**config.mk**
```make
export PLATFORM = sky130hd
export DESIGN_NAME = ped_req_cond
export DESIGN_NICKNAME = d
export VERILOG_FILES = /design/src/rtl/traffic_pkg.sv /design/src/rtl/debounce_cell.sv /design/src/rtl/ped_req_cond.sv
export SDC_FILE = /design/constraint.sdc
export NUM_CORES = 1
export LEC_CHECK = 0
export ABC_AREA = 0
export BUFFER_PORTS_ARGS = -buffer_cell sky130_fd_sc_hd__buf_2
export CAP_MARGIN = 20
export CORE_MARGIN = 5
export CORE_UTILIZATION = 35
export DETAILED_ROUTE_END_ITERATION = 8
export PLACE_DENSITY = 0.64
export SLEW_MARGIN = 15
export SYNTH_ARGS = -nofsm -noshare
export SYNTH_HDL_FRONTEND = slang
export SYNTH_SLANG_ARGS = --single-unit
```
**constraint.sdc**
```tcl
create_clock -name clk -period 1.1 [get_ports clk]
set_clock_uncertainty 0.15 [all_clocks]
set_input_delay 0.165 -clock clk [delete_from_list [all_inputs] [get_ports clk]]
set_output_delay 0.165 -clock clk [all_outputs]
set_load 0.01 [all_outputs]
```
**src/rtl/traffic_pkg.sv**
```systemverilog
// ---------------------------------------------------------------------------
// traffic_pkg
// Shared constants for the pedestrian request conditioner.
//   DB_CYCLES_DEF      default debounce length in cycles
//   HOLDOFF_CYCLES_DEF default post-acknowledge lockout length in cycles
//   IDX_*              bit position of each conditioned input in the
//                      packed raw/debounced vectors used by ped_req_cond
// ---------------------------------------------------------------------------
package traffic_pkg;

  localparam int DB_CYCLES_DEF      = 16;
  localparam int HOLDOFF_CYCLES_DEF = 64;

  localparam int IDX_CM   = 0;
  localparam int IDX_CC   = 1;
  localparam int IDX_PQM  = 2;
  localparam int IDX_PQC  = 3;
  localparam int IDX_PEAK = 4;
  localparam int NUM_IN   = 5;

  // Direction indices for the two pedestrian request latches.
  localparam int DIR_M  = 0;
  localparam int DIR_C  = 1;
  localparam int NUM_DIR = 2;

endpackage

```
**src/rtl/debounce_cell.sv**
```systemverilog
// ---------------------------------------------------------------------------
// debounce_cell
// Two-flop synchronizer followed by a saturating-count debouncer.
// The stable value toggles once the synchronized input has disagreed with
// it for DB_CYCLES consecutive cycles; rise/fall are one-cycle pulses that
// are high in the first cycle the new stable value is visible.
//   clk   in   system clock
//   rst   in   synchronous active-low reset
//   din   in   raw asynchronous input
//   dout  out  debounced level
//   rise  out  pulse: dout just went 0->1
//   fall  out  pulse: dout just went 1->0
// ---------------------------------------------------------------------------
module debounce_cell
  import traffic_pkg::*;
#(
  parameter int DB_CYCLES = DB_CYCLES_DEF
) (
  input  logic clk,
  input  logic rst,
  input  logic din,
  output logic dout,
  output logic rise,
  output logic fall
);

  localparam int              CNT_W   = $clog2(DB_CYCLES);
  localparam logic [CNT_W-1:0] CNT_MAX = CNT_W'(DB_CYCLES - 1);

  logic             sync_p0;
  logic             sync_p1;
  logic [CNT_W-1:0] cnt;
  logic             differ;

  assign differ = (sync_p1 != dout);

  always_ff @(posedge clk) begin
    if (!rst) begin
      sync_p0 <= 1'b0;
      sync_p1 <= 1'b0;
      cnt     <= '0;
      dout    <= 1'b0;
      rise    <= 1'b0;
      fall    <= 1'b0;
    end else begin
      // synchronizer stage 0 -> stage 1
      sync_p0 <= din;
      sync_p1 <= sync_p0;
      // debounce stage: count disagreement, toggle at the terminal count
      rise    <= 1'b0;
      fall    <= 1'b0;
      if (!differ) begin
        cnt <= '0;
      end else if (cnt == CNT_MAX) begin
        cnt  <= '0;
        dout <= ~dout;
        rise <= ~dout;
        fall <= dout;
      end else begin
        cnt <= cnt + 1'b1;
      end
    end
  end

endmodule

```
**src/rtl/ped_req_cond.sv**
```systemverilog
// ---------------------------------------------------------------------------
// ped_req_cond
// Conditions the raw traffic-controller inputs: every sensor, button and the
// peak switch is synchronized and debounced; debounced pedestrian presses
// are latched as requests until the controller acknowledges them; any
// debounced peak edge produces a one-cycle pulse.
// Optional feature: define TRAFFIC_PQ_HOLDOFF_EN to ignore new presses on a
// direction for HOLDOFF_CYCLES cycles after its request was acknowledged.
//   clk            in   system clock
//   rst            in   synchronous active-low reset
//   Cm, Cc         in   raw vehicle sensors (main / country)
//   PQm, PQc       in   raw pedestrian buttons (main / country)
//   peak           in   raw peak-hour switch
//   ack_m, ack_c   in   pedestrian phase granted (main / country)
//   cm_s, cc_s     out  debounced vehicle sensors
//   peak_s         out  debounced peak switch
//   req_m, req_c   out  latched pedestrian requests
//   peak_chg       out  one-cycle pulse after each debounced peak edge
// ---------------------------------------------------------------------------
module ped_req_cond
  import traffic_pkg::*;
#(
  parameter int DB_CYCLES      = DB_CYCLES_DEF,
  parameter int HOLDOFF_CYCLES = HOLDOFF_CYCLES_DEF
) (
  input  logic clk,
  input  logic rst,
  input  logic Cm,
  input  logic Cc,
  input  logic PQm,
  input  logic PQc,
  input  logic peak,
  input  logic ack_m,
  input  logic ack_c,
  output logic cm_s,
  output logic cc_s,
  output logic peak_s,
  output logic req_m,
  output logic req_c,
  output logic peak_chg
);

  logic [NUM_IN-1:0]  raw;
  logic [NUM_IN-1:0]  stable;
  logic [NUM_IN-1:0]  rise;
  logic [NUM_IN-1:0]  fall;
  logic [NUM_DIR-1:0] press;
  logic [NUM_DIR-1:0] ack;
  logic [NUM_DIR-1:0] press_ok;
  logic [NUM_DIR-1:0] req;

  always_comb begin
    raw           = '0;
    raw[IDX_CM]   = Cm;
    raw[IDX_CC]   = Cc;
    raw[IDX_PQM]  = PQm;
    raw[IDX_PQC]  = PQc;
    raw[IDX_PEAK] = peak;
  end

  genvar gi;
  generate
    for (gi = 0; gi < NUM_IN; gi++) begin : g_db
      debounce_cell #(
        .DB_CYCLES(DB_CYCLES)
      ) u_db (
        .clk (clk),
        .rst (rst),
        .din (raw[gi]),
        .dout(stable[gi]),
        .rise(rise[gi]),
        .fall(fall[gi])
      );
    end
  endgenerate

  assign press[DIR_M] = rise[IDX_PQM];
  assign press[DIR_C] = rise[IDX_PQC];
  assign ack[DIR_M]   = ack_m;
  assign ack[DIR_C]   = ack_c;

  // Only the pedestrian rises and the peak edges drive logic here.
  logic unused_edges;
  assign unused_edges = ^{rise[IDX_CM], rise[IDX_CC], fall[IDX_CM],
                          fall[IDX_CC], fall[IDX_PQM], fall[IDX_PQC]};

`ifdef TRAFFIC_PQ_HOLDOFF_EN
  localparam logic [15:0] HOLD_LOAD = 16'(HOLDOFF_CYCLES);

  logic [NUM_DIR-1:0][15:0] hold_cnt;

  // A press landing on the cycle the lockout reaches zero is accepted.
  always_comb begin
    press_ok = '0;
    for (int d = 0; d < NUM_DIR; d++) begin
      press_ok[d] = press[d] && (hold_cnt[d] == 16'd0);
    end
  end

  always_ff @(posedge clk) begin
    if (!rst) begin
      hold_cnt <= '0;
    end else begin
      for (int d = 0; d < NUM_DIR; d++) begin
        if (!press_ok[d] && ack[d] && req[d]) begin
          hold_cnt[d] <= HOLD_LOAD;
        end else if (hold_cnt[d] != 16'd0) begin
          hold_cnt[d] <= hold_cnt[d] - 16'd1;
        end
      end
    end
  end
`else
  logic [15:0] unused_holdoff;
  assign unused_holdoff = 16'(HOLDOFF_CYCLES);
  assign press_ok       = press;
`endif

  // request latch stage: a new press wins over a coincident acknowledge
  always_ff @(posedge clk) begin
    if (!rst) begin
      req      <= '0;
      peak_chg <= 1'b0;
    end else begin
      peak_chg <= rise[IDX_PEAK] | fall[IDX_PEAK];
      for (int d = 0; d < NUM_DIR; d++) begin
        if (press_ok[d]) begin
          req[d] <= 1'b1;
        end else if (ack[d]) begin
          req[d] <= 1'b0;
        end
      end
    end
  end

  assign cm_s   = stable[IDX_CM];
  assign cc_s   = stable[IDX_CC];
  assign peak_s = stable[IDX_PEAK];
  assign req_m  = req[DIR_M];
  assign req_c  = req[DIR_C];

endmodule

```
---- Yosys cells after proc, flatten, opt, wreduce, memory -nomap -nowiden ----
Cells that the tools add are included.
storage, ports and cells
  bits of input ports ..................... 9
  register bits ........................... 42
  word-level logic and storage cells ...... 73
  output and inout port bits .............. 6
cells by class
  reduce and logical (&&, ||, !) cells .... 15
  bitwise operators ....................... 12
  mux-type cells .......................... 4
  eq/ne operators ......................... 10
  add/subtract/negate cells ............... 5
operators with widths
  kind                                                           number
  4-bit by 1-bit adder with 4-bit output, second input constant  5
  4-bit equality test, second input constant                     5
  3-bit OR reduction                                             5
  1-bit NOT                                                      11
  2-bit AND reduction                                            5
  3-bit AND reduction                                            3
  1-bit inequality test                                          5
  1-bit 2-to-1 mux                                               4
  2-bit nonzero test                                             2
  1-bit bitwise OR                                               1

---- Logic depth before layout (Yosys ltp) ----
Gate-level depths: netlist of the first run.
  depth after elaboration ................. 3
  depth in mapped cells ................... 4
  gate-level depth less buffers ........... 4

---- Hierarchy ----
Synthesis of the first run repeated with hierarchy kept, for this count alone.
unflattened totals
  cell total of the unflattened synthesis .. 148
  area total of the unflattened synthesis .. 1642.8 um^2
by module, submodules not included
  module         area an instance (um^2)  instances  seq. area each (um^2)  cells an instance
  debounce_cell  306.5                    5          180.2                  28
  ped_req_cond   110.1                    1          60.1                   8

---- Least setup slack after synthesis of the first run ----
OpenSTA, ideal clock, no wires.
  kind .................................... register to register
  start ................................... register g_db[3].u_db.cnt[0]
  end ..................................... register g_db[3].u_db.dout
  library setup time ...................... 116 ps
  clock period less this slack ............ 1135 ps
  setup slack ............................. -35 ps
  data arrival time ....................... 869 ps
  cell stages (with the launch flop) ...... 5
  required time ........................... 834 ps
  buffers on the path ..................... 0
  cell sequence ........................... dfxtp_1 ha_1 nand3_1 mux2i_1 nor2b_1
between the ends
  word-level cells in the longest chain between the ends .. 2
ends and longest elaborated chain
  element                        line                 source
  from (decl)                    debounce_cell.sv:32  logic [CNT_W-1:0] cnt;
  from (signal assigned)         debounce_cell.sv:60  cnt <= cnt + 1'b1;
  4-bit equality test            debounce_cell.sv:54  end else if (cnt == CNT_MAX) begin
  2-bit AND reduction (no line)  --
  to (signal assigned)           debounce_cell.sv:56  dout <= ~dout;
  to (decl)                      debounce_cell.sv:22  output logic dout,
No other way between the ends.
A chain may end at the register's enable or synchronous reset.

---- Worst setup path after layout of the first run ----
  start ................................... register g_db[3].u_db.cnt[1]
  end ..................................... register g_db[3].u_db.dout
The elaborated chain is that of the path after synthesis.

==> results by group, run 1 <==
Yosys
  • Synth warn: 0
  • Post-Synthesis Cells: 137
  • Mapped Nets: 151
  • Synth cell types: 18
  • Post-Synthesis Mean Instance Area: 10.6 sq um
  • Post-Syn Area: 0.00145 sq mm
  • Yosys reg bits: 42
  • EDFF count, synth: 0
  • Async set-reset flop share out of synthesis: 0%
  • Top_reg_cell synth: dfxtp_1
  • Register area share after synthesis: 58.1%

Worst setup path
  • CP Data Required Time: 1.14 ns
  • Reg-to-reg startpoint: g_db[3].u_db.cnt[1]$_SDFF_PP0_
  • CP Launch Type: flip-flop
  • Crit Path Max Fanout: 3
  • Worst Path Arrival: 1.13 ns
  • Worst R2R End: g_db[3].u_db.dout$_SDFFE_PN0P_
  • Crit path capture type: flip-flop
  • Register-to-register setup slack: 0.003 ns
  • Worst-case reg-to-reg path depth: 4
  • Critical path launch point: g_db[3].u_db.cnt[1]$_SDFF_PP0_
  • Crit Path Category: reg -> reg

Global route
  • Vias in the first global route: 1055
  • First-pass GRT wire length: 4510 um
  • Pin count of the biggest net entering global routing: 17
  • Total track usage: 10.8%
  • Initial antenna violation count: 0
  • GRT overflow: 0

Routing
  • DR WL/cell: 11.6 um
  • Routed WL: 2540 um
  • Post-Route M1 WL: 1060 um
  • Vias/cell: 4.51
  • Top Metal Used: met4
  • First DRT Iteration DRCs: 13
  • # DRC: 0
  • WL met3: 116 um
  • Via count: 987
  • DR pass1 iterations: 5
  • Routed wire length on met2: 1300 um
  • Detail Route Antenna Nets: 0

Worst hold path
  • Hold Startpoint: ack_m
  • Hold Path End: req[0]$_SDFFE_PN0P_
  • Hold Path Stages: 3
  • Type of the most critical hold path: in -> reg

Clock network
  • Reg clk slew, reported paths: 0.07 ns
  • H-tree levels: 2
  • Clk buf depth: 2
  • CTS tree: done
  • Clock Sinks: 42
  • Root Buffer Master: clkbuf_8
  • Clock Latency Late Sink: 0.29 ns
  • CTS buffer count: 5
  • Post-CTS Setup Inserts: 0

Run status
  • Status: finished, final reports clean

Power and ir drop
  • Pwr Density: 1340 mW/mm^2
  • Leak: 0.842 nW
  • VDD IR-drop max: 994 uV

Final layout
  • Diodes inserted: 0
  • Area Growth Syn to Fin: 36.4%
  • Layout cells sized above 1: 36.7%
  • Final core occ: 49.4%
  • Leading cell type in the layout, fill and taps excluded: dfxtp_1
  • Nets: 182
  • Most frequent cells in the layout: dfxtp_1 (25), nor2_1 (15), dfxtp_2 (15), xor2_1 (14)

Floorplanning
  • Num rows: 23
  • Core ar.: 0.00400 sq mm
  • Die W: 74.3 um
  • Die height: 74.3 um
  • Num ports: 15
  • Initial cell density of the core: 36.2%
  • Die area: 0.00552 sq mm

Timing
  • Final period util: 99.7%
  • Fin. max-slew vios: 0
  • Unrepaired setup endpoints after global routing: yes
  • Min Clock Period, post-route: 1.10 ns
  • Final setup vio count: 0
  • Worst setup margin: 0.00322 ns
  • Final hold violations: 0
  • FMAX: 912 MHz
  • Worst relative slew slack: 87.5%
  • Setup TNS: 0 ns
  • Worst slew pin tran: 0.187 ns

Placement
  • DP Worst Slack: -0.0541 ns
  • Port Buffers: 14
  • Placer Congestion: 0.732
  • HPWL after detailed placement: 1690 um

Job
  • Number of max-cap violations: 0
-- critical path, stage by stage (launching register included) --
cell     delay [ns]
dfxtp_2        0.34
ha_4           0.16
nand3_2        0.10
mux2i_1        0.19
nor2b_1        0.06
-- cell families (layout without fill, tap and decap cells) --
group,after synthesis,count (layout),synth area share (%)
AND/OR/NAND/NOR,59,59,21.3
flip-flops,42,42,58.1
XOR/XNOR,15,15,9.08
buffers and inverters,8,40,2.16
adder cells (fa/ha/maj),5,5,4.32
multiplexers,5,5,3.46
AO/OA/AOI/OAI,3,3,1.56
-- cell type report --
type | instances | area, sq um
repair buffers | 27 | 218
clock inverters | 1 | 5.00
multi-input cells | 87 | 717
fillers | 342 | 2030
clock buffers | 7 | 86.3
well taps | 50 | 62.6
inverters | 5 | 18.8
flip-flops and latches | 42 | 867
-- through the flow --
stage	instance area, sq um	total power [mW]	hold slack [ns]	std cells
2_1_floorplan	1480	1.63	0.142	137
3_3_place_gp	1670	1.67	0.223	206
3_5_place_dp	1670	1.67	0.230	206
4_1_cts	1900	2.69	0.0278	219
5_1_grt	1970	2.75	0.0334	219
6_report	1970	2.64	0.0320	219
-- power breakdown --
| group | switching (mW) | internal (mW) |
|---|---|---|
| Clock | 0.476 | 0.506 |
| Combinational | 0.0408 | 0.0607 |
| Sequential | 0.0143 | 1.54 |
| Total | 0.532 | 2.10 |
-- what timing repair did --
item / 4_1_cts / 5_1_grt
hold buffers: 5 / 0
endpoints found under the hold margin: 5 / 0
pin swaps: 3 / 4
resized for setup: 24 / 18
setup endpoints to repair: 25 / 28
-- routing by layer --
metal  track usage (%)  up-vias
met2              18.8       18
met5                 0        -
met4              5.93        0
met1              11.6      456
li1                  -      506
met3              3.51        7
-- how the worst max path moves through the flow --
stage                                          end  cells after the start
floorplan           g_db[1].u_db.cnt[2]$_SDFF_PP0_                      3
global placement    g_db[1].u_db.cnt[2]$_SDFF_PP0_                      3
detailed placement  g_db[3].u_db.dout$_SDFFE_PN0P_                      4
CTS                                           cc_s                      1
global route        g_db[4].u_db.dout$_SDFFE_PN0P_                      4
finish              g_db[3].u_db.dout$_SDFFE_PN0P_                      4
-- sequential cells by signal (all words and copies together) (netlist names) --
name / count
g_db.u_db.rise: 3
g_db.u_db.cnt: 20
g_db.u_db.sync_p0: 5
g_db.u_db.dout: 5
g_db.u_db.sync_p1: 5
req: 2
g_db.u_db.fall: 1
peak_chg: 1
-- synthesized netlist by cell type, types with 2 or more instances --
library cell	instances	area, sq um
clkbuf_1	2	7.51
nand3_1	15	75.1
xor2_1	15	131
ha_1	5	62.6
mux2i_1	5	50.1
nor2_1	15	56.3
and3_1	4	25.0
nand2_1	2	7.51
nor3b_1	2	15.0
and2_1	10	62.6
nor2b_1	7	43.8
nor3_1	2	10.0
o21a_1	3	22.5
dfxtp_1	42	841
inv_1	5	18.8
Power figures use the tool's default switching activity.
==> inputs of run 2 (changes only) <==
--- a/config.mk
+++ b/config.mk
@@ -10,8 +10,10 @@
 export CAP_MARGIN = 20
 export CORE_MARGIN = 5
 export CORE_UTILIZATION = 35
+export CTS_CLUSTER_DIAMETER = 120
 export DETAILED_ROUTE_END_ITERATION = 8
 export PLACE_DENSITY = 0.64
+export SETUP_SLACK_MARGIN = 0.2
 export SLEW_MARGIN = 15
 export SYNTH_ARGS = -nofsm -noshare
 export SYNTH_HDL_FRONTEND = slang
==> run 2 against run 1 <==
The flow now finishes with violations (hold timing, setup timing); critical path type unchanged; non-clock buffer count rose by 1; critical path depth did not move; sequential share of layout area fell by 2.1 points; first-iteration DRC count rose by 85%; routed wire length fell by 0.31%; total power barely moved; utilization rose by 3.3 points; largest power group unchanged; flip-flop and latch count did not move; setup slack got worse by 0.0048 ns; maximum frequency fell by 0.43%; design area rose by 6.7%; highest routed layer unchanged.
==> results by group, run 2 (synthesis gave the netlist of run 1 again) <==
Power and ir drop
  • Pwr Density: 1250 mW/mm^2 (-6.4%)
  • Leak: 0.860 nW (+2.2%)
  • VDD IR-drop max: 936 uV (-5.9%)
  • Design Power: 2.63 mW (about the same)

Final layout
  • Leading cell type in the layout, fill and taps excluded: dfxtp_1
  • Most frequent cells in the layout: dfxtp_1 (20), dfxtp_2 (17), xor2_1 (12), and2_1 (10), buf_4 (10)
  • Post-route insts no fill: 220 (+0.46%)
  • Layout cells sized above 1: 48.8% (+12 points)
  • Max reg flops: 20 (unchanged)
  • Nets: 183 (+0.55%)
  • Largest Register: g_db.u_db.cnt
  • Diodes inserted: 0 (unchanged)
  • Area Growth Syn to Fin: 45.5%

Global route
  • First-pass GRT wire length: 4320 um (-4.1%)
  • Vias in the first global route: 1058 (+0.28%)
  • GRT overflow: 0 (unchanged)
  • Initial antenna violation count: 0 (unchanged)
  • Pin count of the biggest net entering global routing: 20 (+3)
  • Total track usage: 10.2% (-0.57 points)

Clock network
  • Cts hold-fix bufs: 1 (-4)
  • CTS tree: done
  • Clock Latency Late Sink: 0.29 ns (about the same)
  • Root Buffer Master: clkbuf_8
  • Reg clk slew, reported paths: 0.07 ns (about the same)
  • Clk buf depth: 2 (unchanged)
  • H-tree levels: 2 (unchanged)
  • CTS buffer count: 5 (unchanged)
  • Clock Sinks: 42 (unchanged)

Placement
  • Port Buffers: 14 (unchanged)
  • Placed instance count: 200 (-2.9%)
  • HPWL after detailed placement: 1610 um (-4.9%)
  • Placer Congestion: 0.740 (+1.1%)

Timing
  • Final hold violations: 4 (+4)
  • Unrepaired setup endpoints after global routing: yes
  • Final setup vio count: 1 (+1)
  • Fin. max-slew vios: 0 (unchanged)
  • Hold WS: -0.0692 ns (-0.101 ns)
  • Worst setup margin: -0.00153 ns (-0.00475 ns)
  • Worst relative slew slack: 78.9% (-8.5 points)
  • Final period util: 100% (+0.43 points)
  • Setup TNS: -0.00153 ns (-0.00153 ns)
  • Min Clock Period, post-route: 1.10 ns (+0.00475 ns)
  • FMAX: 908 MHz (-0.43%)
  • Worst slew pin tran: 0.316 ns (+0.128 ns)

Worst setup path
  • Crit path cell chain: ha_4 > nand3_2 > mux2i_1 > nor2b_1
  • CP Launch Type: flip-flop
  • Crit Path Category: reg -> reg
  • CP Data Required Time: 1.13 ns (about the same)
  • Crit Path Max Fanout: 3 (unchanged)
  • CP peak stage delay: 0.34 ns (about the same)
  • Worst Path Arrival: 1.13 ns (about the same)
  • Slowest CP cell: dfxtp_2
  • Crit path capture type: flip-flop

Floorplanning
  • Die W: 74.3 um (unchanged)
  • Num rows: 23 (unchanged)
  • Core ar.: 0.00400 sq mm (unchanged)
  • Die area: 0.00552 sq mm (unchanged)
  • Num ports: 15 (unchanged)
  • Initial cell density of the core: 36.2% (unchanged)
  • Die height: 74.3 um (unchanged)

Routing
  • First DRT Iteration DRCs: 24 (+11)
  • Via count: 999 (+1.2%)
  • Vias/cell: 4.54 (+0.76%)
  • DR pass1 iterations: 4 (-1)
  • # DRC: 0 (unchanged)
  • Routed WL: 2540 um (-0.31%)
  • Detail Route Antenna Nets: 0 (unchanged)
  • DR WL/cell: 11.5 um (-0.77%)

Run status
  • Failing checks: hold timing, setup timing
  • Status: finished with violations

Worst hold path
  • Type of the most critical hold path: in -> reg

Job
  • Number of max-cap violations: 0 (unchanged)
-- run 2: final cells by class --
type	instances	area, sq um
fillers	338	1890
flip-flops and latches	42	881
multi-input cells	87	818
repair buffers	28	235
clock buffers	7	86.3
well taps	50	62.6
inverters	5	18.8
clock inverters	1	5.00
-- run 2: worst max-delay path: cells and delay by family, from the launching register on --
kind	cells	cell delay (ns)
mux	1	0.20
fa+ha+maj	1	0.16
simple gates	2	0.15
flops	1	0.34
-- run 2: routing by layer --
layer	vias up	wire length (um)	track usage (%)
met5	-	0	0
met4	0	57	5.34
met3	5	126	3.92
met2	17	1270	17.3
met1	470	1080	11.2
li1	507	-	-
-- run 2: what timing repair did --
action                     CTS  global route
setup endpoints to repair   35            36
buffers inserted             6             5
pin swaps                    4            10
hold endpoints to repair     5             4
gates resized for setup     14            28
cloned                       0             0
-- run 2: metrics by stage --
stage | hold slack (ns) | worst slack [ns] | cell area [sq um] | utilization, %
3_5_place_dp | 0.228 | 0.00945 | 1720 | 42.9
3_3_place_gp | 0.224 | 0.0378 | 1720 | 42.9
5_1_grt | -0.0729 | -0.0527 | 2110 | 52.7
6_report | -0.0692 | -0.00153 | 2110 | 52.7
2_1_floorplan | 0.142 | 0.0607 | 1580 | -
4_1_cts | -0.0784 | 0.00449 | 1930 | 48.3
-- run 2: power by group --
part,switching [mW],internal [mW],total (mW)
sequential,0.0163,1.53,1.55
combinational,0.0461,0.0494,0.0955
clock,0.484,0.506,0.989
total,0.546,2.09,2.63
-- run 2: worst paths after layout --
| check | end | cells after the start | slack, ns | from |
|---|---|---|---|---|
| worst min register to register | g_db[4].u_db.sync_p1$_SDFF_PN0_ | 1 | 0.29 | g_db[4].u_db.sync_p0$_SDFF_PN0_ |
| worst min-delay path | g_db[4].u_db.sync_p0$_SDFF_PN0_ | 2 | -0.07 | peak |
| worst max-delay path | g_db[4].u_db.dout$_SDFFE_PN0P_ | 4 | -0.002 | g_db[4].u_db.cnt[1]$_SDFF_PP0_ |
| worst max register to register | g_db[4].u_db.dout$_SDFFE_PN0P_ | 4 | -0.002 | g_db[4].u_db.cnt[1]$_SDFF_PP0_ |
==> inputs of run 3 (changes only) <==
--- a/config.mk
+++ b/config.mk
@@ -13,7 +13,7 @@
 export CTS_CLUSTER_DIAMETER = 120
 export DETAILED_ROUTE_END_ITERATION = 8
 export PLACE_DENSITY = 0.64
-export SETUP_SLACK_MARGIN = 0.2
+export SETUP_SLACK_MARGIN = 0.5
 export SLEW_MARGIN = 15
 export SYNTH_ARGS = -nofsm -noshare
 export SYNTH_HDL_FRONTEND = slang
==> run 3 against run 2 <==
Cell count rose by 1.8%; first-iteration DRC count shrank 13%; global-route usage rose by 0.57 points; design area increased by 7.3%; flip-flop and latch count is the same; total power is 1.3% higher; maximum frequency down 1.3%; sequential share of layout area fell by 2.2 points; worst hold slack worse by 0.0038 ns; critical path depth down 1; the run still ends with hold timing, setup timing left.
==> results by group, run 3 (synthesis gave the netlist of run 1 again) <==
Run status
  • Status: finished with violations
  • Failing checks: hold timing, setup timing

Power and ir drop
  • VDD IR-drop max: 827 uV (-12%)
  • Leak: 0.906 nW (+5.4%)
  • Pwr Density: 1180 mW/mm^2 (-5.6%)

Floorplanning
  • Core ar.: 0.00400 sq mm (unchanged)
  • Die area: 0.00552 sq mm (unchanged)
  • Num ports: 15 (unchanged)
  • Die height: 74.3 um (unchanged)
  • Num rows: 23 (unchanged)
  • Initial cell density of the core: 36.2% (unchanged)
  • Die W: 74.3 um (unchanged)

Clock network
  • Clock Latency Late Sink: 0.29 ns (about the same)
  • Clk buf depth: 2 (unchanged)
  • H-tree levels: 2 (unchanged)
  • Reg clk slew, reported paths: 0.08 ns (about the same)
  • CTS tree: done
  • Root Buffer Master: clkbuf_8
  • CTS buffer count: 5 (unchanged)
  • Clock Sinks: 42 (unchanged)

Placement
  • Port Buffers: 14 (unchanged)
  • Placer Congestion: 0.697 (-5.9%)
  • DP Worst Slack: -0.0294 ns (-0.0389 ns)
  • HPWL after detailed placement: 1570 um (-2.5%)

Timing
  • Worst setup margin: -0.0160 ns (-0.0144 ns)
  • Unrepaired setup endpoints after global routing: yes
  • Fin. max-slew vios: 0 (unchanged)
  • Final period util: 101% (+1.3 points)
  • Worst relative slew slack: 86.0% (+7.1 points)
  • Setup TNS: -0.0404 ns (-0.0388 ns)
  • Worst slew pin tran: 0.209 ns (-0.106 ns)
  • Final hold violations: 5 (+1)
  • FMAX: 896 MHz (-1.3%)
  • Final setup vio count: 4 (+3)
  • Min Clock Period, post-route: 1.12 ns (+0.0144 ns)
  • Hold WS: -0.0730 ns (-0.00377 ns)

Worst setup path
  • CP peak stage delay: 0.36 ns (+0.02 ns)
  • Reg-to-reg startpoint: g_db[4].u_db.cnt[0]$_SDFF_PP0_
  • Slowest CP cell: dfxtp_2
  • Buf/Inv on CP: 0 (unchanged)
  • Crit path max-delay family: simple AND/OR/NAND/NOR gates
  • CP Launch Type: flip-flop
  • Crit Path Max Fanout: 3 (unchanged)
  • Crit path capture type: flip-flop
  • Critical path launch point: g_db[4].u_db.cnt[0]$_SDFF_PP0_
  • Worst Path Arrival: 1.18 ns (+0.05 ns)
  • CP Data Required Time: 1.16 ns (+0.03 ns)
  • Crit Path Category: reg -> reg
  • Crit path cell chain: ha_4 > nand4_1 > nor3b_2

Final layout
  • Most frequent cells in the layout: dfxtp_2 (22), dfxtp_1 (13), buf_4 (13), xor2_1 (10), buf_6 (9)
  • Final core occ: 56.5% (+3.8 points)
  • Leading cell type in the layout, fill and taps excluded: dfxtp_2
  • Diodes inserted: 0 (unchanged)
  • Layout cells sized above 1: 62.1% (+13 points)
  • Area Growth Syn to Fin: 56.2%
  • Largest Register: g_db.u_db.cnt
  • Nets: 187 (+2.2%)
  • # fillers: 327 (-3.3%)
  • Max reg flops: 20 (unchanged)

Routing
  • Vias/cell: 4.54 (about the same)
  • Routed WL: 2710 um (+6.7%)
  • Detail Route Antenna Nets: 0 (unchanged)
  • First DRT Iteration DRCs: 21 (-13%)
  • Via count: 1018 (+1.9%)
  • DR pass1 iterations: 4 (unchanged)
  • # DRC: 0 (unchanged)
  • DR WL/cell: 12.1 um (+4.8%)

Global route
  • Vias in the first global route: 1060 (+0.19%)
  • First-pass GRT wire length: 4480 um (+3.7%)
  • Total track usage: 10.8% (+0.57 points)
  • Pin count of the biggest net entering global routing: 27 (+35%)
  • GRT overflow: 0 (unchanged)
  • Initial antenna violation count: 0 (unchanged)

Worst hold path
  • Type of the most critical hold path: in -> reg
  • Hold Startpoint: peak

Job
  • Number of max-cap violations: 0 (unchanged)
-- run 3: cell types whose count changed in the layout (fill, tap and decap cells not counted), sizes merged --
cell / delta
clkbuf: +1
buf: +4
dlygate4sd3: -1
-- run 3: metrics by stage --
step	power (mW)	std cells	cell area (sq um)
5_1_grt	2.77	224	2260
4_1_cts	2.67	219	2070
2_1_floorplan	1.64	137	1610
6_report	2.67	224	2260
3_3_place_gp	1.66	199	1730
3_5_place_dp	1.66	199	1730
-- run 3: what timing repair did --
item,CTS,global route
setup endpoints to repair,43,44
gates resized for setup,30,35
pin swaps,19,15
endpoints found under the hold margin,5,5
buffers inserted,12,4
cloned,0,1
-- run 3: final cells by class --
type	instances	area [sq um]	area share (%)
Clock buffer	7	86.3	3.82
Tap cell	50	62.6	2.77
Multi-Input combinational cell	87	895	39.6
Sequential cell	42	895	39.6
Timing Repair Buffer	32	299	13.2
Clock inverter	1	5.00	0.221
Inverter	5	18.8	0.830
-- run 3: where the power goes --
group          internal, mW  total, mW  switching, mW
sequential             1.53       1.55         0.0180
clock                 0.506      0.997          0.491
combinational        0.0690      0.124         0.0546
-- run 3: routing by layer --
layer	part of all wire, %	GRT usage [%]	vias up
li1	-	-	516
met1	40	10.9	479
met2	54	19.8	19
met3	4.7	4.05	4
met4	1.1	4.74	0
met5	0	0	-
-- run 3: worst paths after layout --
kind	endpoint	slack (ns)	cells past startpoint
worst max-delay path	g_db[4].u_db.rise$_SDFF_PN0_	-0.02	3
worst min-delay path	g_db[4].u_db.sync_p0$_SDFF_PN0_	-0.07	2
worst max register to register	g_db[4].u_db.rise$_SDFF_PN0_	-0.02	3
worst min register to register	peak_chg$_SDFF_PN0_	0.28	1
